<file path="src/rtl/seg_display_scanner_pkg.sv">
// -----------------------------------------------------------------------------
// seg_display_scanner_pkg
//   Shared definitions for the seven-segment display scanner:
//   - conv_state_e : state codes of the binary-to-BCD conversion FSM
//   - BLANK_CODE   : digit-bus code that the segment decoder renders as all off
//   - max_value()  : largest value that fits in a given number of decimal digits
// -----------------------------------------------------------------------------
package seg_display_scanner_pkg;

    typedef enum logic [1:0] {
        ST_IDLE  = 2'd0,
        ST_SHIFT = 2'd1,
        ST_DONE  = 2'd2
    } conv_state_e;

    localparam logic [3:0] BLANK_CODE = 4'hF;

    // 10**num_digits - 1; evaluated at elaboration, fits 32 bits for up to 9 digits.
    function automatic int unsigned max_value(input int unsigned num_digits);
        int unsigned result;
        result = 1;
        for (int unsigned i = 0; i < num_digits; i++) begin
            result = result * 10;
        end
        return result - 1;
    endfunction

endpackage

</file>
<file path="src/rtl/bin2bcd_seq.sv">
// -----------------------------------------------------------------------------
// bin2bcd_seq
//   Sequential double-dabble converter. A load in IDLE captures the operand
//   (saturated to the largest NUM_DIGITS-digit decimal value), then BIN_WIDTH
//   SHIFT cycles build the BCD result, then one DONE cycle presents it.
//
// Ports
//   clk       in   1              rising-edge clock
//   rst       in   1              asynchronous reset, active-high
//   load      in   1              start strobe, honoured only while idle
//   bin_in    in   BIN_WIDTH      binary operand
//   busy      out  1              registered; high in SHIFT and DONE
//   done      out  1              registered; high for the single DONE cycle
//   bcd_out   out  4*NUM_DIGITS   BCD result, valid while done is high
//   overflow  out  1              operand was saturated, valid while done is high
// -----------------------------------------------------------------------------
module bin2bcd_seq
    import seg_display_scanner_pkg::*;
#(
    parameter int NUM_DIGITS = 4,
    parameter int BIN_WIDTH  = 14
) (
    input  logic                      clk,
    input  logic                      rst,
    input  logic                      load,
    input  logic [BIN_WIDTH-1:0]      bin_in,
    output logic                      busy,
    output logic                      done,
    output logic [4*NUM_DIGITS-1:0]   bcd_out,
    output logic                      overflow
);

    localparam int          BCD_W   = 4 * NUM_DIGITS;
    localparam int          CNT_W   = $clog2(BIN_WIDTH + 1);
    localparam int unsigned MAX_VAL = max_value(NUM_DIGITS);
    // Comparison width wide enough for both the operand and the decimal limit.
    localparam int          CMP_W   = (BIN_WIDTH > 32) ? BIN_WIDTH : 32;

    localparam logic [CNT_W-1:0]     LAST_COUNT = CNT_W'(BIN_WIDTH - 1);
    // Only used when saturating, which implies MAX_VAL fits in BIN_WIDTH bits.
    localparam logic [BIN_WIDTH-1:0] MAX_BIN    = BIN_WIDTH'(MAX_VAL);

    conv_state_e            state_q, state_d;
    logic [BIN_WIDTH-1:0]   bin_q, bin_d;
    logic [BCD_W-1:0]       bcd_q, bcd_d;
    logic [CNT_W-1:0]       count_q, count_d;
    logic                   ovf_pend_q, ovf_pend_d;
    logic                   busy_q, busy_d;
    logic                   done_q, done_d;

    logic [BCD_W-1:0]       bcd_adj;
    logic                   saturate;

    always_comb begin
        // NOTE: every signal written here gets a default first, so no path
        // through the case leaves one unassigned and no latch is inferred.
        state_d    = state_q;
        bin_d      = bin_q;
        bcd_d      = bcd_q;
        count_d    = count_q;
        ovf_pend_d = ovf_pend_q;

        saturate = (CMP_W'(bin_in) > CMP_W'(MAX_VAL));

        // Add-3 correction: any nibble >= 5 would exceed 9 after doubling.
        bcd_adj = bcd_q;
        for (int i = 0; i < NUM_DIGITS; i++) begin
            if (bcd_q[4*i +: 4] >= 4'd5) begin
                bcd_adj[4*i +: 4] = bcd_q[4*i +: 4] + 4'd3;
            end
        end

        unique case (state_q)
            ST_IDLE: begin
                if (load) begin
                    state_d    = ST_SHIFT;
                    bcd_d      = '0;
                    count_d    = LAST_COUNT;
                    bin_d      = saturate ? MAX_BIN : bin_in;
                    ovf_pend_d = saturate;
                end
            end
            ST_SHIFT: begin
                // The bit shifted out of the top nibble is always zero because
                // the operand never exceeds the decimal limit.
                {bcd_d, bin_d} = {bcd_adj, bin_q} << 1;
                count_d        = count_q - CNT_W'(1);
                if (count_q == '0) begin
                    state_d = ST_DONE;
                end
            end
            ST_DONE: begin
                state_d = ST_IDLE;
            end
            default: begin
                state_d = ST_IDLE;
            end
        endcase

        busy_d = (state_d != ST_IDLE);
        done_d = (state_d == ST_DONE);
    end

    always_ff @(posedge clk or posedge rst) begin
        if (rst) begin
            state_q    <= ST_IDLE;
            bin_q      <= '0;
            bcd_q      <= '0;
            count_q    <= '0;
            ovf_pend_q <= 1'b0;
            busy_q     <= 1'b0;
            done_q     <= 1'b0;
        end else begin
            // NOTE: non-blocking assignments, so every flop samples the values
            // that existed before this edge regardless of statement order.
            state_q    <= state_d;
            bin_q      <= bin_d;
            bcd_q      <= bcd_d;
            count_q    <= count_d;
            ovf_pend_q <= ovf_pend_d;
            busy_q     <= busy_d;
            done_q     <= done_d;
        end
    end

    assign busy     = busy_q;
    assign done     = done_q;
    assign bcd_out  = bcd_q;
    assign overflow = ovf_pend_q;

endmodule

</file>
<file path="src/rtl/seg_display_scanner.sv">
// -----------------------------------------------------------------------------
// seg_display_scanner
//   Converts a binary value to BCD and time-multiplexes the digits onto a
//   shared BCD digit bus with active-low one-hot digit selects.
//
// Ports
//   clk         in   1             rising-edge clock
//   rst         in   1             asynchronous reset, active-high
//   value_in    in   BIN_WIDTH     binary value to display
//   value_load  in   1             capture strobe, ignored while busy
//   busy        out  1             conversion in progress
//   overflow    out  1             last loaded value was saturated
//   digit       out  4             BCD digit to the decoder, 4'hF = blank
//   digit_sel   out  NUM_DIGITS    active-low digit enable, bit 0 = LSD
// -----------------------------------------------------------------------------
module seg_display_scanner
    import seg_display_scanner_pkg::*;
#(
    parameter int NUM_DIGITS    = 4,
    parameter int BIN_WIDTH     = 14,
    parameter int REFRESH_DIV   = 50000,
    parameter int BLANK_LEADING = 1
) (
    input  logic                   clk,
    input  logic                   rst,
    input  logic [BIN_WIDTH-1:0]   value_in,
    input  logic                   value_load,
    output logic                   busy,
    output logic                   overflow,
    output logic [3:0]             digit,
    output logic [NUM_DIGITS-1:0]  digit_sel
);

    localparam int BCD_W   = 4 * NUM_DIGITS;
    localparam int IDX_W   = (NUM_DIGITS > 1) ? $clog2(NUM_DIGITS) : 1;
    localparam int PRESC_W = $clog2(REFRESH_DIV);

    localparam logic [IDX_W-1:0]   IDX_LAST   = IDX_W'(NUM_DIGITS - 1);
    localparam logic [PRESC_W-1:0] PRESC_LAST = PRESC_W'(REFRESH_DIV - 1);

    logic                   conv_busy;
    logic                   conv_done;
    logic [BCD_W-1:0]       conv_bcd;
    logic                   conv_ovf;

    logic [BCD_W-1:0]       display_q, display_d;
    logic                   overflow_q, overflow_d;
    logic [PRESC_W-1:0]     presc_q, presc_d;
    logic [IDX_W-1:0]       index_q, index_d;
    logic [3:0]             digit_q, digit_d;
    logic [NUM_DIGITS-1:0]  sel_q, sel_d;

    logic                   tick;
    logic                   zero_from_top;
    logic [NUM_DIGITS-1:0]  blank_vec;

    bin2bcd_seq #(
        .NUM_DIGITS (NUM_DIGITS),
        .BIN_WIDTH  (BIN_WIDTH)
    ) u_bin2bcd (
        .clk      (clk),
        .rst      (rst),
        .load     (value_load),
        .bin_in   (value_in),
        .busy     (conv_busy),
        .done     (conv_done),
        .bcd_out  (conv_bcd),
        .overflow (conv_ovf)
    );

    always_comb begin
        // Display and overflow change only on the DONE edge: no partial update.
        display_d  = conv_done ? conv_bcd : display_q;
        overflow_d = conv_done ? conv_ovf : overflow_q;

        tick    = (presc_q == PRESC_LAST);
        presc_d = tick ? '0 : presc_q + PRESC_W'(1);

        index_d = index_q;
        if (tick) begin
            index_d = (index_q == IDX_LAST) ? '0 : index_q + IDX_W'(1);
        end

        // Blanking looks at display_d so a DONE coinciding with a tick shows
        // the new value. A digit is blank when it and everything above it is 0;
        // digit 0 is never blanked so zero displays as "0".
        zero_from_top = 1'b1;
        blank_vec     = '0;
        for (int i = NUM_DIGITS - 1; i >= 0; i--) begin
            zero_from_top = zero_from_top && (display_d[4*i +: 4] == 4'd0);
            if ((i > 0) && (BLANK_LEADING != 0)) begin
                blank_vec[i] = zero_from_top;
            end
        end

        // Outputs are loaded only on a tick, from the already-advanced index.
        digit_d = digit_q;
        sel_d   = sel_q;
        if (tick) begin
            sel_d   = ~(NUM_DIGITS'(1) << index_d);
            digit_d = blank_vec[index_d] ? BLANK_CODE : display_d[4*index_d +: 4];
        end
    end

    always_ff @(posedge clk or posedge rst) begin
        if (rst) begin
            display_q  <= '0;
            overflow_q <= 1'b0;
            presc_q    <= '0;
            index_q    <= '0;
            digit_q    <= BLANK_CODE;
            sel_q      <= '1;
        end else begin
            display_q  <= display_d;
            overflow_q <= overflow_d;
            presc_q    <= presc_d;
            index_q    <= index_d;
            digit_q    <= digit_d;
            sel_q      <= sel_d;
        end
    end

    assign busy      = conv_busy;
    assign overflow  = overflow_q;
    assign digit     = digit_q;
    assign digit_sel = sel_q;

endmodule

</file>
<file path="config.mk">
export PLATFORM = sky130hd
export DESIGN_NAME = seg_display_scanner
export DESIGN_NICKNAME = d
export VERILOG_FILES = /design/src/rtl/seg_display_scanner_pkg.sv /design/src/rtl/bin2bcd_seq.sv /design/src/rtl/seg_display_scanner.sv
export SDC_FILE = /design/constraint.sdc
export NUM_CORES = 1
export LEC_CHECK = 0
export ABC_AREA = 1
export BUFFER_PORTS_ARGS = -buffer_cell sky130_fd_sc_hd__buf_2
export CORE_UTILIZATION = 55
export DETAILED_ROUTE_END_ITERATION = 10
export PLACE_DENSITY = 0.78
export SETUP_SLACK_MARGIN = 0.5
export SYNTH_ARGS = -nofsm -noshare
export SYNTH_HDL_FRONTEND = slang
export SYNTH_HIERARCHICAL = 1
export SYNTH_SLANG_ARGS = --single-unit
</file>
<file path="constraint.sdc">
create_clock -name clk -period 1.9 [get_ports clk]
set_input_delay 0.19 -clock clk [delete_from_list [all_inputs] [get_ports clk]]
set_output_delay 0.19 -clock clk [all_outputs]
set_load 0.05 [all_outputs]
</file>
==> results of run 1 <==
==> final timing paths <==
check	endpoint	slack, ns	cells after the start
setup / recovery	presc_q[12]$_DFF_PP0_	0.20	10
hold / removal	u_bin2bcd/bin_q[4]$_DFFE_PP0P_	0.06	3
setup reg to reg	presc_q[12]$_DFF_PP0_	0.20	10
hold reg to reg	u_bin2bcd/done$_DFF_PP0_	0.46	1
max in group asynchronous	index_q[0]$_DFF_PP0_	1.00	4
min in group asynchronous	u_bin2bcd/bcd_out[15]$_DFFE_PP0P_	0.49	4
==> logic make-up (layout without fill, tap and decap cells) <==
group                      after synthesis  in the layout
adders and majority gates               11             11
and+or+nand+nor                        286            288
buffers and inverters                  101            164
xor gates and xnor gates                 8              8
DFF                                     82             82
AOI/OAI and AO/OA                       67             67
==> layout by cell type (no fill, tap or decap), types with 5 or more instances in the layout <==
cell type,count
nand2_1,134
inv_1,75
dfrtp_1,66
nor2_1,58
nand3_1,39
buf_4,29
buf_2,26
o21ai_0,21
a21oi_1,11
nand2_2,10
o22ai_1,10
clkbuf_8,10
o21ai_1,9
ha_1,9
xor2_1,8
dfstp_2,8
dfrtp_2,8
nand2_4,7
nand4_1,6
inv_2,5
nor2_4,5
nor2_2,5
inv_4,5
a31oi_1,5
==> state kept, by name, summed over array words and instances (netlist names) <==
signal,count
u_bin2bcd/done,1
presc_q,16
index_q,2
u_bin2bcd/busy,1
u_bin2bcd/bcd_out,16
u_bin2bcd/bin_q,14
u_bin2bcd/overflow,1
overflow,1
u_bin2bcd/state_q,2
display_q,16
u_bin2bcd/count_q,4
digit_sel,4
digit,4
==> worst register-to-register path: stages, from the launching register on <==
cell and delay (ns):
dfrtp_1 0.40, ha_4 0.16, nand3_4 0.13, inv_4 0.11, nand2_2 0.07, nor3_4 0.19, nand2_2 0.10, nor2_4 0.14
nand2_1 0.09, xor2_1 0.15, inv_1 0.05
==> report_power, final <==
part | switching (mW) | total, mW | internal, mW
clock | 0.639 | 1.41 | 0.772
sequential | 0.383 | 2.72 | 2.34
combinational | 1.68 | 2.67 | 0.984
total | 2.71 | 6.80 | 4.09
==> cell type report <==
cell class                      count  area share
Multi-Input combinational cell    374       0.396
Inverter                           87      0.0654
Tap cell                          102      0.0242
Clock buffer                       11      0.0268
Clock inverter                      5      0.0147
Sequential cell                    82       0.393
Timing Repair Buffer               61      0.0801
==> metrics by stage <==
stage,power [mW],cell area (µm²)
after floorplan,4.64,4500
after detailed placement,5.24,4720
after global placement,5.07,4720
after CTS,6.71,5120
final,6.80,5280
after global routing,7.35,5280
==> routing by layer <==
layer	vias to the layer above	share of wire	track usage
li1	1874	-	-
met2	112	0.50	0.429
met5	-	0	0
met1	1862	0.44	0.315
met3	27	0.044	0.0431
met4	0	0.024	0.108
==> repair_timing <==
| action | 4_1_cts | 5_1_grt |
|---|---|---|
| hold buffers | 1 | 0 |
| pin swaps | 9 | 17 |
| cloned | 1 | 1 |
| endpoints found under the setup margin | 17 | 33 |
| gates resized for setup | 21 | 27 |
| endpoints found under the hold margin | 74 | 0 |
| setup buffers | 12 | 11 |
==> impl_metrics.csv, run 1 <==
group,metric,value,unit
status,status,"finished clean",
sta,setup_viol,0,
sta,fmax,589,MHz
cells_and_area,layout.cells.non_filler,722,
logic_synthesis,ys_ff_latch,82,
critical_path,critical_path.max_stage_delay,0.40,ns
logic_synthesis,synth_edf_count,0,
route,drc,0,
sta,rsz0062_at_grt,"yes",
route,drt_wl_total,10.0,mm
cts,clock_latency,0.36,ns
route,drtAntennaViolNets,0,
critical_path,worstReg2RegStart,"presc_q[1]$_DFF_PP0_",
logic_synthesis,synthArstFlopShare,1.00,
critical_path,worst-path-buf-inv,2,
global_route,grt_max_degree,44,
logic_synthesis,synth_top_family_by_area,"simple AND/OR/NAND/NOR gates",
power_and_ir_drop,leakagePower,2.78,nW
critical_path,endpoint_kind,"register",
logic_synthesis,ys_seq_area_frac,0.463,
critical_path,worst-endpoint-required,2.16,ns
power_and_ir_drop,ir_drop,1100,µV
critical_path,path_cells,"ha_4 -> nand3_4 -> inv_4 -> nand2_2 -> nor3_4 -> nand2_2 -> nor2_4 -> nand2_1 -> xor2_1 -> inv_1",
logic_synthesis,yosysTopAreaCell,"dfrtp_1",
floorplanning,dieArea,8460,µm²
critical_path,critPathMaxFanout,4,
floorplanning,die_y,92.0,µm
cts,clkSlewWorstSetupHoldPaths,0.09,ns
sta,min_period,1.70,ns
cts,cts_tree,"yes",
sta,finalHoldViolCount,0,
cells_and_area,fillers,619,
logic_synthesis,ys_top_cells_by_area,"dfrtp_1 (42%), nand2_1 (12%), inv_1 (6.8%)",
critical_path,critical_path_class,"reg2reg",
placed_design,post-place-ws,0.191,ns
placed_design,gp_congestion,0.863,
logic_synthesis,synthCells,555,
hold_path,min-delay-start,"value_in[4]",
route,vias_per_cell,5.37,
sta,worstMarginPinSlew,0.538,ns
route,wl_per_cell,13.9,µm
route,drtPass1Iterations,5,
logic_synthesis,synth.top_cell.area_share,0.416,
global_route,antenna_found_initial,0,
logic_synthesis,synth_area,4460,µm²
cts,clockBufferDepth,2,
critical_path,slowest_stage,"dfrtp_1",
floorplanning,core_area,7770,µm²
logic_synthesis,synthSimpleGateAreaFrac,0.308,
sta,finalWorstSetupSlack,0.202,ns
cts,cts_sinks,82,
sta,fin_tns_setup,0,ns
logic_synthesis,syn_area_per_cell,8.03,µm²
floorplanning,start_util,0.574,
cells_and_area,diodes,0,
logic_synthesis,synthTopCellsByCount,"nand2_1 (139), inv_1 (81), dfrtp_1 (74)",
sta,finalCritPeriodShare,0.893,
cts,cts_buffers,9,
floorplanning,die_w,92.0,µm
global_route,grt.total_usage,0.252,
logic_synthesis,synth_most_common_cell,"nand2_1",
logic_synthesis,muxShareOfSynthArea,0,
critical_path,crit_arrival,1.95,ns
cts,root_buffer,"clkbuf_8",
flow_run,drv_cap,0,
sta,relSlewSlack,0.641,
sta,skew,0.0107,ns
logic_synthesis,synth-compound-area-share,0.0831,
critical_path,crit_top_cell,"nand2_2",
sta,drv_slew,0,
cells_and_area,syn_to_final_growth,18.4,%
logic_synthesis,synthXorXnorAreaFrac,0.0157,
placed_design,dp_cells,680,
route,drtIter0Drc,177,
floorplanning,io-pin-count,27,
placed_design,portBuffers,26,
global_route,grt_overflow_total,0,
cells_and_area,multi_input_area,2090,µm²
power_and_ir_drop,powerDensity,1290,nW/µm²
cells_and_area,regArea,2070,µm²
logic_synthesis,synth_cell_types,36,
logic_synthesis,yosys_warnings,6,
critical_path,startpoint,"presc_q[1]$_DFF_PP0_",
cells_and_area,drive_above_1_share,0.252,
logic_synthesis,synthAdderAreaFrac,0.0309,
global_route,grt_pass1_wl,16.8,mm
critical_path,setup.worst_path.start_class,"register",
cells_and_area,final_nets,643,
critical_path,critPathTopFamily,"simple AND/OR/NAND/NOR gates",
floorplanning,row_count,32,
hold_path,hold_path_class,"in2reg",
route,vias,3875,
cells_and_area,final_core_util,0.679,
logic_synthesis,synthesis.nets,583,
placed_design,dp_hpwl,6.42,mm
cts,htree_num_levels,3,
global_route,grt_pass1_vias,3772,
logic_synthesis,synth_flop_cell,"dfrtp_1",
sta,whs,0.0610,ns
(Power assumes the default switching activity.)
==> inputs of run 2 (changes only) <==
--- a/config.mk
+++ b/config.mk
@@ -13,5 +13,4 @@
 export SETUP_SLACK_MARGIN = 0.5
 export SYNTH_ARGS = -nofsm -noshare
 export SYNTH_HDL_FRONTEND = slang
-export SYNTH_HIERARCHICAL = 1
 export SYNTH_SLANG_ARGS = --single-unit
==> run 2 against run 1 <==
  * First-iteration DRC count increased by 17%
  * Power up 0.28%
  * Worst hold slack improved by 0.037 ns
  * Largest cell class is now sequential cells
==> impl_metrics.csv, run 2 <==
group,metric,value,unit
logic_synthesis,ys_top_cells_by_area,"dfrtp_1 (45%), nand2_1 (8.7%), inv_1 (7.5%)",
placed_design,dp_cells,629,
logic_synthesis,synthArstFlopShare,1.00,
cells_and_area,drive_above_1_share,0.317,
logic_synthesis,synth_flop_cell,"dfrtp_1",
sta,worstMarginPinSlew,0.326,ns
route,vias_per_cell,5.48,
floorplanning,die_y,88.9,µm
global_route,grt_max_degree,61,
logic_synthesis,synth.top_cell.area_share,0.446,
logic_synthesis,synth_edf_count,0,
power_and_ir_drop,ir_drop,1060,µV
logic_synthesis,synth_area,4160,µm²
cells_and_area,diodes,0,
sta,setup_viol,0,
floorplanning,die_w,88.9,µm
logic_synthesis,ys_ff_latch,82,
cts,cts_buffers,9,
sta,drv_slew,0,
floorplanning,row_count,31,
sta,min_period,1.83,ns
hold_path,hold_path_class,"in2reg",
power_and_ir_drop,leakagePower,2.52,nW
route,drtPass1Iterations,5,
route,vias,3740,
logic_synthesis,synthCells,507,
cts,clockBufferDepth,2,
critical_path,critical_path_class,"reg2reg",
logic_synthesis,synthesis.nets,535,
route,drtIter0Drc,207,
sta,rsz0062_at_grt,"yes",
route,drtAntennaViolNets,0,
sta,fmax,547,MHz
placed_design,gp_congestion,0.870,
cells_and_area,layout_common_cells,"nand2_1 (85), dfrtp_1 (70), inv_1 (67)",
placed_design,portBuffers,26,
logic_synthesis,synth_cell_types,35,
logic_synthesis,synthTopCellsByCount,"nand2_1 (96), inv_1 (83), dfrtp_1 (74)",
flow_run,drv_cap,0,
critical_path,setup.worst_path.start_class,"register",
placed_design,dp_hpwl,6.15,mm
critical_path,reg2reg_setup_slack,0.07,ns
cells_and_area,syn_to_final_growth,25.0,%
route,drt_wl_total,10.3,mm
cells_and_area,final_nets,606,
cts,clock_latency,0.36,ns
hold_path,whs_endpoint,"u_bin2bcd.bin_q[0]$_DFFE_PP0P_",
cells_and_area,final_common_cell,"nand2_1",
sta,relSlewSlack,0.783,
floorplanning,io-pin-count,27,
critical_path,regToRegEndpoint,"presc_q[12]$_DFF_PP0_",
critical_path,path_cells,"ha_4 -> nand3_4 -> nand3b_1 -> nor2_2 -> nand2_2 -> nor2_4 -> nand2_1 -> xor2_1 -> inv_1",
global_route,grt_pass1_vias,3312,
hold_path,holdPathStages,3,
power_and_ir_drop,powerDensity,1310,nW/µm²
floorplanning,dieArea,7910,µm²
critical_path,worstReg2RegStart,"presc_q[0]$_DFF_PP0_",
logic_synthesis,yosys_warnings,0,
sta,whs,0.0978,ns
critical_path,worst-endpoint-required,2.16,ns
power_and_ir_drop,power,6.82,mW
global_route,grt_pass1_wl,15.1,mm
cells_and_area,layout.cells.non_filler,682,
logic_synthesis,ys_seq_area_frac,0.496,
logic_synthesis,syn_area_per_cell,8.20,µm²
global_route,grt.total_usage,0.252,
cells_and_area,design_area,5190,µm²
placed_design,dpl-instance-area,4450,µm²
floorplanning,core_area,7290,µm²
sta,skew,0.0128,ns
cts,root_buffer,"clkbuf_8",
critical_path,critPathMaxFanout,5,
hold_path,min-delay-start,"value_in[0]",
sta,finalWorstSetupSlack,0.0710,ns
cts,cts_sinks,82,
sta,finalCritPeriodShare,0.963,
cts,htree_num_levels,3,
status,status,"finished clean",
cells_and_area,final_core_util,0.712,
global_route,grt_overflow_total,0,
critical_path,reg2reg_depth,9,
cts,clkSlewWorstSetupHoldPaths,0.09,ns
critical_path,crit_arrival,2.08,ns
critical_path,endpoint_kind,"register",
logic_synthesis,yosysTopAreaCell,"dfrtp_1",
route,wl_per_cell,15.2,µm
route,drc,0,
floorplanning,start_util,0.570,
logic_synthesis,synth_most_common_cell,"nand2_1",
sta,finalHoldViolCount,0,
cts,cts_tree,"yes",
critical_path,slowest_stage,"dfrtp_1",
global_route,antenna_found_initial,0,
sta,fin_tns_setup,0,ns
placed_design,post-place-ws,0.184,ns
critical_path,critical_path.max_stage_delay,0.41,ns
[run 2: how the worst max path moves through the flow]
stage	startpoint	to	slack (ns)	depth (start not counted)
finish	presc_q[0]$_DFF_PP0_	presc_q[12]$_DFF_PP0_	0.07	9
global route	presc_q[0]$_DFF_PP0_	presc_q[12]$_DFF_PP0_	0.0001	9
CTS	presc_q[1]$_DFF_PP0_	presc_q[12]$_DFF_PP0_	0.26	9
detailed placement	presc_q[13]$_DFF_PP0_	digit[2]$_DFFE_PP1N_	0.18	11
global placement	presc_q[4]$_DFF_PP0_	digit[2]$_DFFE_PP1N_	0.22	10
floorplan	presc_q[0]$_DFF_PP0_	presc_q[12]$_DFF_PP0_	0.40	9
[run 2: worst max-delay path, delay by kind of cell (launching register included)]
family | cells | cell delay (ns)
fa+ha+maj | 1 | 0.18
buf+inv | 1 | 0.05
xor+xnor | 1 | 0.16
simple gates | 6 | 0.95
flops | 1 | 0.41
[run 2: logic make-up after synthesis]
family / after synthesis / synth area share
simple gates: 208 / 0.223
fa+ha+maj: 11 / 0.0331
buf+inv: 99 / 0.0951
xor+xnor: 9 / 0.0190
compound gates: 98 / 0.134
flops: 82 / 0.496
[run 2: repair_timing]
action                                 CTS  global route
setup buffers                           16            17
endpoints found under the hold margin   74             0
pin swaps                                5            24
hold buffers                             1             0
setup endpoints to repair               29            50
cloned                                   2             1
resized for setup                       34            64
[run 2: per-layer routing]
metal | up-vias | share of wire | track usage
met5 | - | 0 | 0
met4 | 0 | 0.030 | 0.0664
met3 | 33 | 0.047 | 0.0628
met2 | 116 | 0.50 | 0.415
met1 | 1816 | 0.43 | 0.337
li1 | 1775 | - | -
[run 2: power breakdown]
group / internal (mW) / switching, mW
registers: 2.32 / 0.299
logic: 1.10 / 1.76
clock network: 0.659 / 0.674
total: 4.08 / 2.73
[run 2: area by class of cell]
class / instances / area [µm²]
fill: 543 / 2100
sequential: 82 / 2070
multi-input combinational: 327 / 1950
timing repair buffer: 69 / 483
inverter: 87 / 339
clock buffer: 10 / 138
tap: 99 / 124
clock inverter: 6 / 73.8
timing repair inverter: 2 / 15.0
